$ cat src/rtl/axil_mem_fill_check_if.sv
// -----------------------------------------------------------------------------
// axil_mem_fill_check_if
// AXI4-Lite bus bundle used between the fill/check engine and a RAM slave.
//   master modport : engine side (drives AW/W/AR and B/R ready)
//   slave  modport : memory side (drives AW/W/AR ready and B/R responses)
// Channels: AW (awaddr/awprot/awvalid/awready), W (wdata/wstrb/wvalid/wready),
//           B (bresp/bvalid/bready), AR (araddr/arprot/arvalid/arready),
//           R (rdata/rresp/rvalid/rready).
// -----------------------------------------------------------------------------
interface axil_mem_fill_check_if #(
  parameter int DATA_WIDTH = 32,
  parameter int ADDR_WIDTH = 16,
  parameter int STRB_WIDTH = DATA_WIDTH / 8
);
  logic [ADDR_WIDTH-1:0] awaddr;
  logic [2:0]            awprot;
  logic                  awvalid;
  logic                  awready;
  logic [DATA_WIDTH-1:0] wdata;
  logic [STRB_WIDTH-1:0] wstrb;
  logic                  wvalid;
  logic                  wready;
  logic [1:0]            bresp;
  logic                  bvalid;
  logic                  bready;
  logic [ADDR_WIDTH-1:0] araddr;
  logic [2:0]            arprot;
  logic                  arvalid;
  logic                  arready;
  logic [DATA_WIDTH-1:0] rdata;
  logic [1:0]            rresp;
  logic                  rvalid;
  logic                  rready;

  modport master (
    output awaddr, awprot, awvalid, input awready,
    output wdata, wstrb, wvalid, input wready,
    input  bresp, bvalid, output bready,
    output araddr, arprot, arvalid, input arready,
    input  rdata, rresp, rvalid, output rready
  );

  modport slave (
    input  awaddr, awprot, awvalid, output awready,
    input  wdata, wstrb, wvalid, output wready,
    output bresp, bvalid, input bready,
    input  araddr, arprot, arvalid, output arready,
    output rdata, rresp, rvalid, input rready
  );
endinterface

$ cat src/rtl/axil_mem_fill_check.sv
// -----------------------------------------------------------------------------
// axil_mem_fill_check
// AXI4-Lite master for RAM bring-up: writes an incrementing pattern
// (seed + index) over a contiguous word range, reads the range back and
// compares, or does both back to back.
// Ports:
//   i_clk, i_rst_n     : clock, asynchronous active-low reset
//   i_start            : one-cycle request, honoured only in IDLE
//   i_mode             : 01 fill, 10 check, 11 fill then check, 00 no-op
//   i_base_addr        : first byte address (word-aligned internally)
//   i_word_count       : number of words
//   i_seed             : pattern value of word 0
//   o_busy / o_done    : operation in progress / one-cycle completion pulse
//   o_err_count        : saturating compare-mismatch count
//   o_first_err_addr   : byte address of the first mismatch
//   o_resp_err         : sticky, any non-OKAY bresp/rresp seen
//   m_axil             : AXI4-Lite master bus
// -----------------------------------------------------------------------------
module axil_mem_fill_check #(
  parameter int DATA_WIDTH  = 32,
  parameter int ADDR_WIDTH  = 16,
  parameter int STRB_WIDTH  = DATA_WIDTH / 8,
  parameter int COUNT_WIDTH = 16
) (
  input  logic                   i_clk,
  input  logic                   i_rst_n,
  input  logic                   i_start,
  input  logic [1:0]             i_mode,
  input  logic [ADDR_WIDTH-1:0]  i_base_addr,
  input  logic [COUNT_WIDTH-1:0] i_word_count,
  input  logic [DATA_WIDTH-1:0]  i_seed,
  output logic                   o_busy,
  output logic                   o_done,
  output logic [COUNT_WIDTH-1:0] o_err_count,
  output logic [ADDR_WIDTH-1:0]  o_first_err_addr,
  output logic                   o_resp_err,
  axil_mem_fill_check_if.master  m_axil
);
  localparam int LG_STRB = $clog2(STRB_WIDTH);

  typedef enum logic [2:0] {
    S_IDLE, S_WR_REQ, S_WR_RESP, S_RD_REQ, S_RD_RESP, S_DONE
  } state_t;

  state_t                 r_state,  w_state_next;
  logic [1:0]             r_mode,   w_mode_next;
  logic [ADDR_WIDTH-1:0]  r_base,   w_base_next;
  logic [COUNT_WIDTH-1:0] r_count,  w_count_next;
  logic [DATA_WIDTH-1:0]  r_seed,   w_seed_next;
  logic [COUNT_WIDTH-1:0] r_index,  w_index_next;
  logic                   r_aw_done, w_aw_done_next;
  logic                   r_w_done,  w_w_done_next;
  logic [COUNT_WIDTH-1:0] r_err_count, w_err_count_next;
  logic [ADDR_WIDTH-1:0]  r_first_err_addr, w_first_err_addr_next;
  logic                   r_resp_err, w_resp_err_next;

  logic [ADDR_WIDTH-1:0]  w_addr;
  logic [DATA_WIDTH-1:0]  w_pattern;
  logic                   w_last;
  logic                   w_awvalid;
  logic                   w_wvalid;
  logic                   w_aw_hs;
  logic                   w_w_hs;
  logic [STRB_WIDTH-1:0]  w_wstrb;

  // Address and pattern are derived from the index, so both wrap naturally
  // at their own widths.
  assign w_addr    = r_base + (ADDR_WIDTH'(r_index) << LG_STRB);
  assign w_pattern = r_seed + DATA_WIDTH'(r_index);
  assign w_last    = (r_index == r_count - COUNT_WIDTH'(1));

  // Each write channel retires independently; a done flag keeps its valid low
  // for the rest of the word.
  assign w_awvalid = (r_state == S_WR_REQ) && !r_aw_done;
  assign w_wvalid  = (r_state == S_WR_REQ) && !r_w_done;
  assign w_aw_hs   = w_awvalid && m_axil.awready;
  assign w_w_hs    = w_wvalid && m_axil.wready;

  // Full-word writes only.
  for (genvar gi = 0; gi < STRB_WIDTH; gi++) begin : g_strb
    assign w_wstrb[gi] = 1'b1;
  end

  assign m_axil.awaddr  = w_addr;
  assign m_axil.awprot  = 3'b000;
  assign m_axil.awvalid = w_awvalid;
  assign m_axil.wdata   = w_pattern;
  assign m_axil.wstrb   = w_wstrb;
  assign m_axil.wvalid  = w_wvalid;
  assign m_axil.bready  = (r_state == S_WR_RESP);
  assign m_axil.araddr  = w_addr;
  assign m_axil.arprot  = 3'b000;
  assign m_axil.arvalid = (r_state == S_RD_REQ);
  assign m_axil.rready  = (r_state == S_RD_RESP);

  assign o_busy           = (r_state != S_IDLE) && (r_state != S_DONE);
  assign o_done           = (r_state == S_DONE);
  assign o_err_count      = r_err_count;
  assign o_first_err_addr = r_first_err_addr;
  assign o_resp_err       = r_resp_err;

  always_ff @(posedge i_clk or negedge i_rst_n) begin
    if (!i_rst_n) begin
      r_state          <= S_IDLE;
      r_mode           <= 2'b00;
      r_base           <= '0;
      r_count          <= '0;
      r_seed           <= '0;
      r_index          <= '0;
      r_aw_done        <= 1'b0;
      r_w_done         <= 1'b0;
      r_err_count      <= '0;
      r_first_err_addr <= '0;
      r_resp_err       <= 1'b0;
    end else begin
      r_state          <= w_state_next;
      r_mode           <= w_mode_next;
      r_base           <= w_base_next;
      r_count          <= w_count_next;
      r_seed           <= w_seed_next;
      r_index          <= w_index_next;
      r_aw_done        <= w_aw_done_next;
      r_w_done         <= w_w_done_next;
      r_err_count      <= w_err_count_next;
      r_first_err_addr <= w_first_err_addr_next;
      r_resp_err       <= w_resp_err_next;
    end
  end

  always_comb begin
    w_state_next          = r_state;
    w_mode_next           = r_mode;
    w_base_next           = r_base;
    w_count_next          = r_count;
    w_seed_next           = r_seed;
    w_index_next          = r_index;
    w_aw_done_next        = r_aw_done;
    w_w_done_next         = r_w_done;
    w_err_count_next      = r_err_count;
    w_first_err_addr_next = r_first_err_addr;
    w_resp_err_next       = r_resp_err;

    case (r_state)
      S_IDLE: begin
        if (i_start) begin
          w_mode_next           = i_mode;
          w_base_next           = i_base_addr & ~ADDR_WIDTH'(STRB_WIDTH - 1);
          w_count_next          = i_word_count;
          w_seed_next           = i_seed;
          w_index_next          = '0;
          w_aw_done_next        = 1'b0;
          w_w_done_next         = 1'b0;
          w_err_count_next      = '0;
          w_first_err_addr_next = '0;
          w_resp_err_next       = 1'b0;
          if (i_word_count == '0 || i_mode == 2'b00) begin
            w_state_next = S_DONE;
          end else if (i_mode[0]) begin
            w_state_next = S_WR_REQ;
          end else begin
            w_state_next = S_RD_REQ;
          end
        end
      end

      S_WR_REQ: begin
        w_aw_done_next = r_aw_done | w_aw_hs;
        w_w_done_next  = r_w_done | w_w_hs;
        if (w_aw_done_next && w_w_done_next) begin
          w_state_next = S_WR_RESP;
        end
      end

      S_WR_RESP: begin
        if (m_axil.bvalid) begin
          if (m_axil.bresp != 2'b00) begin
            w_resp_err_next = 1'b1;
          end
          if (w_last) begin
            if (r_mode[1]) begin
              w_index_next = '0;
              w_state_next = S_RD_REQ;
            end else begin
              w_state_next = S_DONE;
            end
          end else begin
            w_index_next   = r_index + COUNT_WIDTH'(1);
            w_aw_done_next = 1'b0;
            w_w_done_next  = 1'b0;
            w_state_next   = S_WR_REQ;
          end
        end
      end

      S_RD_REQ: begin
        if (m_axil.arready) begin
          w_state_next = S_RD_RESP;
        end
      end

      S_RD_RESP: begin
        if (m_axil.rvalid) begin
          if (m_axil.rresp != 2'b00) begin
            w_resp_err_next = 1'b1;
          end
          if (m_axil.rdata != w_pattern) begin
            // The count saturates and never returns to zero within a run, so
            // zero identifies the first mismatch.
            if (r_err_count == '0) begin
              w_first_err_addr_next = w_addr;
            end
            if (r_err_count != '1) begin
              w_err_count_next = r_err_count + COUNT_WIDTH'(1);
            end
          end
          if (w_last) begin
            w_state_next = S_DONE;
          end else begin
            w_index_next = r_index + COUNT_WIDTH'(1);
            w_state_next = S_RD_REQ;
          end
        end
      end

      S_DONE: begin
        w_state_next = S_IDLE;
      end

      default: begin
        w_state_next = S_IDLE;
      end
    endcase
  end
endmodule

$ cat src/flat_wrapper.sv
// flat-port wrapper written by rule: the top's interface ports become plain ports
module axil_mem_fill_check_flat 
#(
  parameter int DATA_WIDTH  = 32,
  parameter int ADDR_WIDTH  = 16,
  parameter int STRB_WIDTH  = DATA_WIDTH / 8,
  parameter int COUNT_WIDTH = 16
)
  (i_clk, i_rst_n, i_start, i_mode, i_base_addr, i_word_count, i_seed, o_busy, o_done, o_err_count, o_first_err_addr, o_resp_err, m_axil_awaddr, m_axil_awprot, m_axil_awvalid, m_axil_awready, m_axil_wdata, m_axil_wstrb, m_axil_wvalid, m_axil_wready, m_axil_bresp, m_axil_bvalid, m_axil_bready, m_axil_araddr, m_axil_arprot, m_axil_arvalid, m_axil_arready, m_axil_rdata, m_axil_rresp, m_axil_rvalid, m_axil_rready);
  axil_mem_fill_check_if #(.DATA_WIDTH(DATA_WIDTH), .ADDR_WIDTH(ADDR_WIDTH), .STRB_WIDTH(STRB_WIDTH)) m_axil_i ();
  input  logic i_clk;
  input  logic i_rst_n;
  input  logic i_start;
  input  logic [1:0] i_mode;
  input  logic [ADDR_WIDTH-1:0] i_base_addr;
  input  logic [COUNT_WIDTH-1:0] i_word_count;
  input  logic [DATA_WIDTH-1:0] i_seed;
  output logic o_busy;
  output logic o_done;
  output logic [COUNT_WIDTH-1:0] o_err_count;
  output logic [ADDR_WIDTH-1:0] o_first_err_addr;
  output logic o_resp_err;
  output wire logic [$bits(m_axil_i.awaddr)-1:0] m_axil_awaddr;
  output wire logic [$bits(m_axil_i.awprot)-1:0] m_axil_awprot;
  output wire logic [$bits(m_axil_i.awvalid)-1:0] m_axil_awvalid;
  input wire logic [$bits(m_axil_i.awready)-1:0] m_axil_awready;
  output wire logic [$bits(m_axil_i.wdata)-1:0] m_axil_wdata;
  output wire logic [$bits(m_axil_i.wstrb)-1:0] m_axil_wstrb;
  output wire logic [$bits(m_axil_i.wvalid)-1:0] m_axil_wvalid;
  input wire logic [$bits(m_axil_i.wready)-1:0] m_axil_wready;
  input wire logic [$bits(m_axil_i.bresp)-1:0] m_axil_bresp;
  input wire logic [$bits(m_axil_i.bvalid)-1:0] m_axil_bvalid;
  output wire logic [$bits(m_axil_i.bready)-1:0] m_axil_bready;
  output wire logic [$bits(m_axil_i.araddr)-1:0] m_axil_araddr;
  output wire logic [$bits(m_axil_i.arprot)-1:0] m_axil_arprot;
  output wire logic [$bits(m_axil_i.arvalid)-1:0] m_axil_arvalid;
  input wire logic [$bits(m_axil_i.arready)-1:0] m_axil_arready;
  input wire logic [$bits(m_axil_i.rdata)-1:0] m_axil_rdata;
  input wire logic [$bits(m_axil_i.rresp)-1:0] m_axil_rresp;
  input wire logic [$bits(m_axil_i.rvalid)-1:0] m_axil_rvalid;
  output wire logic [$bits(m_axil_i.rready)-1:0] m_axil_rready;
  assign m_axil_awaddr = m_axil_i.awaddr;
  assign m_axil_awprot = m_axil_i.awprot;
  assign m_axil_awvalid = m_axil_i.awvalid;
  assign m_axil_i.awready = m_axil_awready;
  assign m_axil_wdata = m_axil_i.wdata;
  assign m_axil_wstrb = m_axil_i.wstrb;
  assign m_axil_wvalid = m_axil_i.wvalid;
  assign m_axil_i.wready = m_axil_wready;
  assign m_axil_i.bresp = m_axil_bresp;
  assign m_axil_i.bvalid = m_axil_bvalid;
  assign m_axil_bready = m_axil_i.bready;
  assign m_axil_araddr = m_axil_i.araddr;
  assign m_axil_arprot = m_axil_i.arprot;
  assign m_axil_arvalid = m_axil_i.arvalid;
  assign m_axil_i.arready = m_axil_arready;
  assign m_axil_i.rdata = m_axil_rdata;
  assign m_axil_i.rresp = m_axil_rresp;
  assign m_axil_i.rvalid = m_axil_rvalid;
  assign m_axil_rready = m_axil_i.rready;
  axil_mem_fill_check #(.DATA_WIDTH(DATA_WIDTH), .ADDR_WIDTH(ADDR_WIDTH), .STRB_WIDTH(STRB_WIDTH), .COUNT_WIDTH(COUNT_WIDTH)) u_core (.i_clk(i_clk), .i_rst_n(i_rst_n), .i_start(i_start), .i_mode(i_mode), .i_base_addr(i_base_addr), .i_word_count(i_word_count), .i_seed(i_seed), .o_busy(o_busy), .o_done(o_done), .o_err_count(o_err_count), .o_first_err_addr(o_first_err_addr), .o_resp_err(o_resp_err), .m_axil(m_axil_i));
endmodule
$ cat config.mk
export PLATFORM = sky130hd
export DESIGN_NAME = axil_mem_fill_check_flat
export DESIGN_NICKNAME = d
export VERILOG_FILES = /design/src/rtl/axil_mem_fill_check_if.sv /design/src/rtl/axil_mem_fill_check.sv /design/src/flat_wrapper.sv
export SDC_FILE = /design/constraint.sdc
export NUM_CORES = 1
export LEC_CHECK = 0
export BUFFER_PORTS_ARGS = -buffer_cell sky130_fd_sc_hd__buf_2
export CAP_MARGIN = 20
export CORE_ASPECT_RATIO = 1.4
export CORE_MARGIN = 1
export CORE_UTILIZATION = 35
export DETAILED_ROUTE_END_ITERATION = 8
export GPL_TIMING_DRIVEN = 0
export SYNTH_ARGS = -nofsm -noshare
export SYNTH_HDL_FRONTEND = slang
export SYNTH_SLANG_ARGS = --single-unit
$ cat constraint.sdc
create_clock -name i_clk -period 4.9 [get_ports i_clk]
set_input_delay 0.98 -clock i_clk [delete_from_list [all_inputs] [get_ports i_clk]]
set_output_delay 0.98 -clock i_clk [all_outputs]
set_load 0.03 [all_outputs]
==> impl_metrics.ini <==
[run_status]
outcome = complete, no violations

[critical_path]
crit_slowest_cell = dfrtp_1
r2r.worst_path.cells = 13
crit_fanout = 8
reg2reg_slack_ns = 0.37
path_cells = ha_1 > inv_1 > fa_1 > nor2b_1 > o21ai_2 > a21oi_1 > o21a_1 > buf_2 > nand4_1 > xnor2_1 > buf_2
path_common_cell = buf_2
critPathMaxStageDelay_ns = 0.53
path_delay_family = compound AO/OA/AOI/OAI gates
worst-path-stages = 11
path_class = reg2out
critPathRequiredTime_ns = 3.92
end_kind = output pin
r2r-start = u_core.r_index[8]
r2r-end = u_core.o_first_err_addr[14]
crit_arrival_ns = 3.61
critical_path_buf_inv_count = 3
start_kind = flop

[cts]
cts_tree = done
clock_latency_ns = 0.43
clkTransAtPathRegs_ns = 0.06
clockBufferDepth = 2
root_buffer = clkbuf_16
cts-htree-levels = 4
cts.sinks = 115
hold_buffers = 0
numCtsBuffers = 17

[power_and_ir_drop]
switching_share = 0.475
seqPwrFrac = 0.224
irDropWorstVdd_uv = 424
cellLeakagePower_nw = 5.40
totalPowerFinal_mw = 7.02
power.density_mw_per_mm2 = 609
p_clk_frac = 0.189
netSwitchingPower_mw = 3.33
combPwrFrac = 0.587
internal_power_mw = 3.69

[global_routing]
grt_max_degree = 83
antenna_found_initial = 1
grt_pass1_vias = 8911
gr-usage-all-layers = 0.232
grt.overflow.total = 0
grt_first_pass_wirelength_um = 48500

[finish]
design_area_mm2 = 0.0115
finalNetCount = 1445
areaGrowthSynthToFinish_pct = 22.9
utilization = 0.440
drive_gt1_frac = 0.289
fillCellCount = 2662

[synth]
synth_area_leader_cell = dfrtp_1
synth_area_mm2 = 0.00937
synth.distinct_cells = 88
async_flop_share = 1.00
yosys-top-cells-area = dfrtp_1 31%, mux2_2 7.1%, ha_1 4.4%, xor2_1 3.7%, nor2_1 3.5%
avgSynthCellArea_um2 = 8.83
synth_mux_area_frac = 0.0891
yosysWarnings = 0
ys_seq_elements = 115
synth_compound_gate_area_share = 0.188
synth_adder_area_share = 0.0494
synthXorXnorAreaFrac = 0.0844
post_synth_inst_count = 1061
synth_sequential_area_ratio = 0.307
synth-simple-area-share = 0.213
ys.flop_type = dfrtp_1
synth_top_family_by_area = simple AND/OR/NAND/NOR gates
synth_top_area_share = 0.307
synth_edf_count = 0

[floorplan]
num_io_pins = 224
die_y_um = 196
die_w_um = 140
die_area_mm2 = 0.0274
start_util = 0.358
core_area_mm2 = 0.0262
rows = 70

[sta]
slew_headroom = 0.437
hold_viol_final = 0
finalClockSkew_ns = 0.00764
rsz0062_at_grt = no
tightestPinTransition_ns = 0.845
setup_violations = 0
fin_crit_sh = 0.936
period_needed_ns = 4.59
max_freq_ghz = 0.218
slew_viol_final = 0
finalSetupTns_ns = 0

[route]
vias_per_cell = 5.52
drt_iter0_markers = 617
drc = 0
antenna_left = 0
wirelength_um = 31500
vias = 9041
drt_pass1_iterations = 5
wl_per_cell_um = 19.2

[flow_run]
max_cap_violations = 0

[min_path]
hold_path.class = in2async

[place]
dp_hpwl_um = 24500
portBuffers = 205
globalplace.congestion = 0.938
dpl_cell_area_mm2 = 0.0109
metrics by stage:
step | instances | worst slack, ns | hold slack, ns
detailed placement | 1605 | 0.295 | 0.490
CTS | 1637 | 0.168 | 0.454
finish | 1638 | 0.312 | 0.451
global placement | 1604 | 0.389 | 0.495
global route | 1638 | 0.0317 | 0.469
floorplan | 1075 | 1.05 | 0.485
cells in the mapped netlist, types with 12 or more instances:
master / n
dfrtp_1: 115
nor2_1: 87
nand2_1: 72
mux2_2: 59
o21ai_0: 52
a21oi_1: 45
inv_1: 40
xor2_1: 40
xnor2_1: 37
buf_4: 33
ha_1: 33
and3_1: 27
clkbuf_1: 25
nor2b_1: 24
nand4_1: 23
nand3_1: 22
nor3_1: 20
buf_2: 19
nor4_1: 19
mux2i_1: 17
o31ai_1: 17
o211ai_1: 14
a22o_1: 13
nand2b_1: 12
registers in the layout (all words and copies together) (netlist names):
signal and flops:
u_core.o_resp_err 1, u_core.r_aw_done 1, u_core.r_seed 32, u_core.o_err_count 16
u_core.o_first_err_addr 14, u_core.r_w_done 1, u_core.r_state 3, u_core.r_index 16
u_core.r_base 14, u_core.r_mode 1, u_core.r_count 16
worst max-delay path by stage:
stage	startpoint	endpoint	slack, ns
after floorplan	u_core.r_index[0]	m_axil_awaddr[14]	1.05
after global routing	u_core.r_index[1]	m_axil_awaddr[14]	0.03
after global placement	u_core.r_index[8]	u_core.o_err_count[2]	0.39
after CTS	u_core.r_index[0]	m_axil_wdata[26]	0.17
after detailed placement	u_core.r_index[8]	u_core.o_err_count[10]	0.29
final	u_core.r_index[0]	m_axil_wdata[24]	0.31
placed cells by master, fill, tap and decap left out, types with 33 or more instances in the layout:
master / instances
xor2_1: 40
nor2_1: 87
buf_2: 223
a21oi_1: 45
o21ai_0: 52
xnor2_1: 37
ha_1: 33
dfrtp_1: 115
mux2_2: 59
buf_4: 33
nand2_1: 72
inv_1: 40
worst reg2reg max path, delay by kind of cell (launching register included):
family                   cells  cell delay, ns
AND/OR/NAND/NOR              4            1.22
buffers and inverters        2            0.39
adder cells (fa/ha/maj)      1            0.33
multiplexers                 1            0.21
flip-flops                   1            0.71
AO/OA/AOI/OAI                5            1.60
power groups by stage:
stage               clock network [mW]  registers [mW]  logic (mW)
CTS                               1.35            1.57        4.13
detailed placement                   0            1.59        4.11
floorplan                            0            1.57        2.97
finish                            1.32            1.57        4.12
global route                      1.39            1.62        4.45
global placement                     0            1.58        4.08
cell families after synthesis:
kind of cell               after synthesis
AOI/OAI and AO/OA                      254
xor gates and xnor gates                82
adders and majority gates               36
buffers and inverters                  125
DFF                                    115
muxes                                   76
other                                    2
and+or+nand+nor                        371
per-layer routing:
layer,up-vias,part of all wire,GRT usage
met1,4327,0.39,0.255
met3,80,0.054,0.0390
li1,4323,-,-
met5,-,0,0
met2,311,0.51,0.418
met4,0,0.046,0.137
area by class of cell:
cell class | count | area (um^2) | area share
multi-input cells | 835 | 5910 | 0.513
clock buffers | 24 | 492 | 0.0427
clock inverters | 8 | 124 | 0.0108
diodes | 1 | 2.50 | 0.000217
inverters | 40 | 150 | 0.0130
flip-flops and latches | 115 | 2880 | 0.250
plain buffers | 85 | 493 | 0.0428
well taps | 324 | 405 | 0.0352
repair buffers | 206 | 1060 | 0.0920
what timing repair did:
| item | in CTS | in global routing |
|---|---|---|
| setup endpoints to repair | 0 | 23 |
| resized for setup | 0 | 2 |
| buffers inserted | 0 | 0 |
No activity file was read; power rests on OpenSTA's default activity.
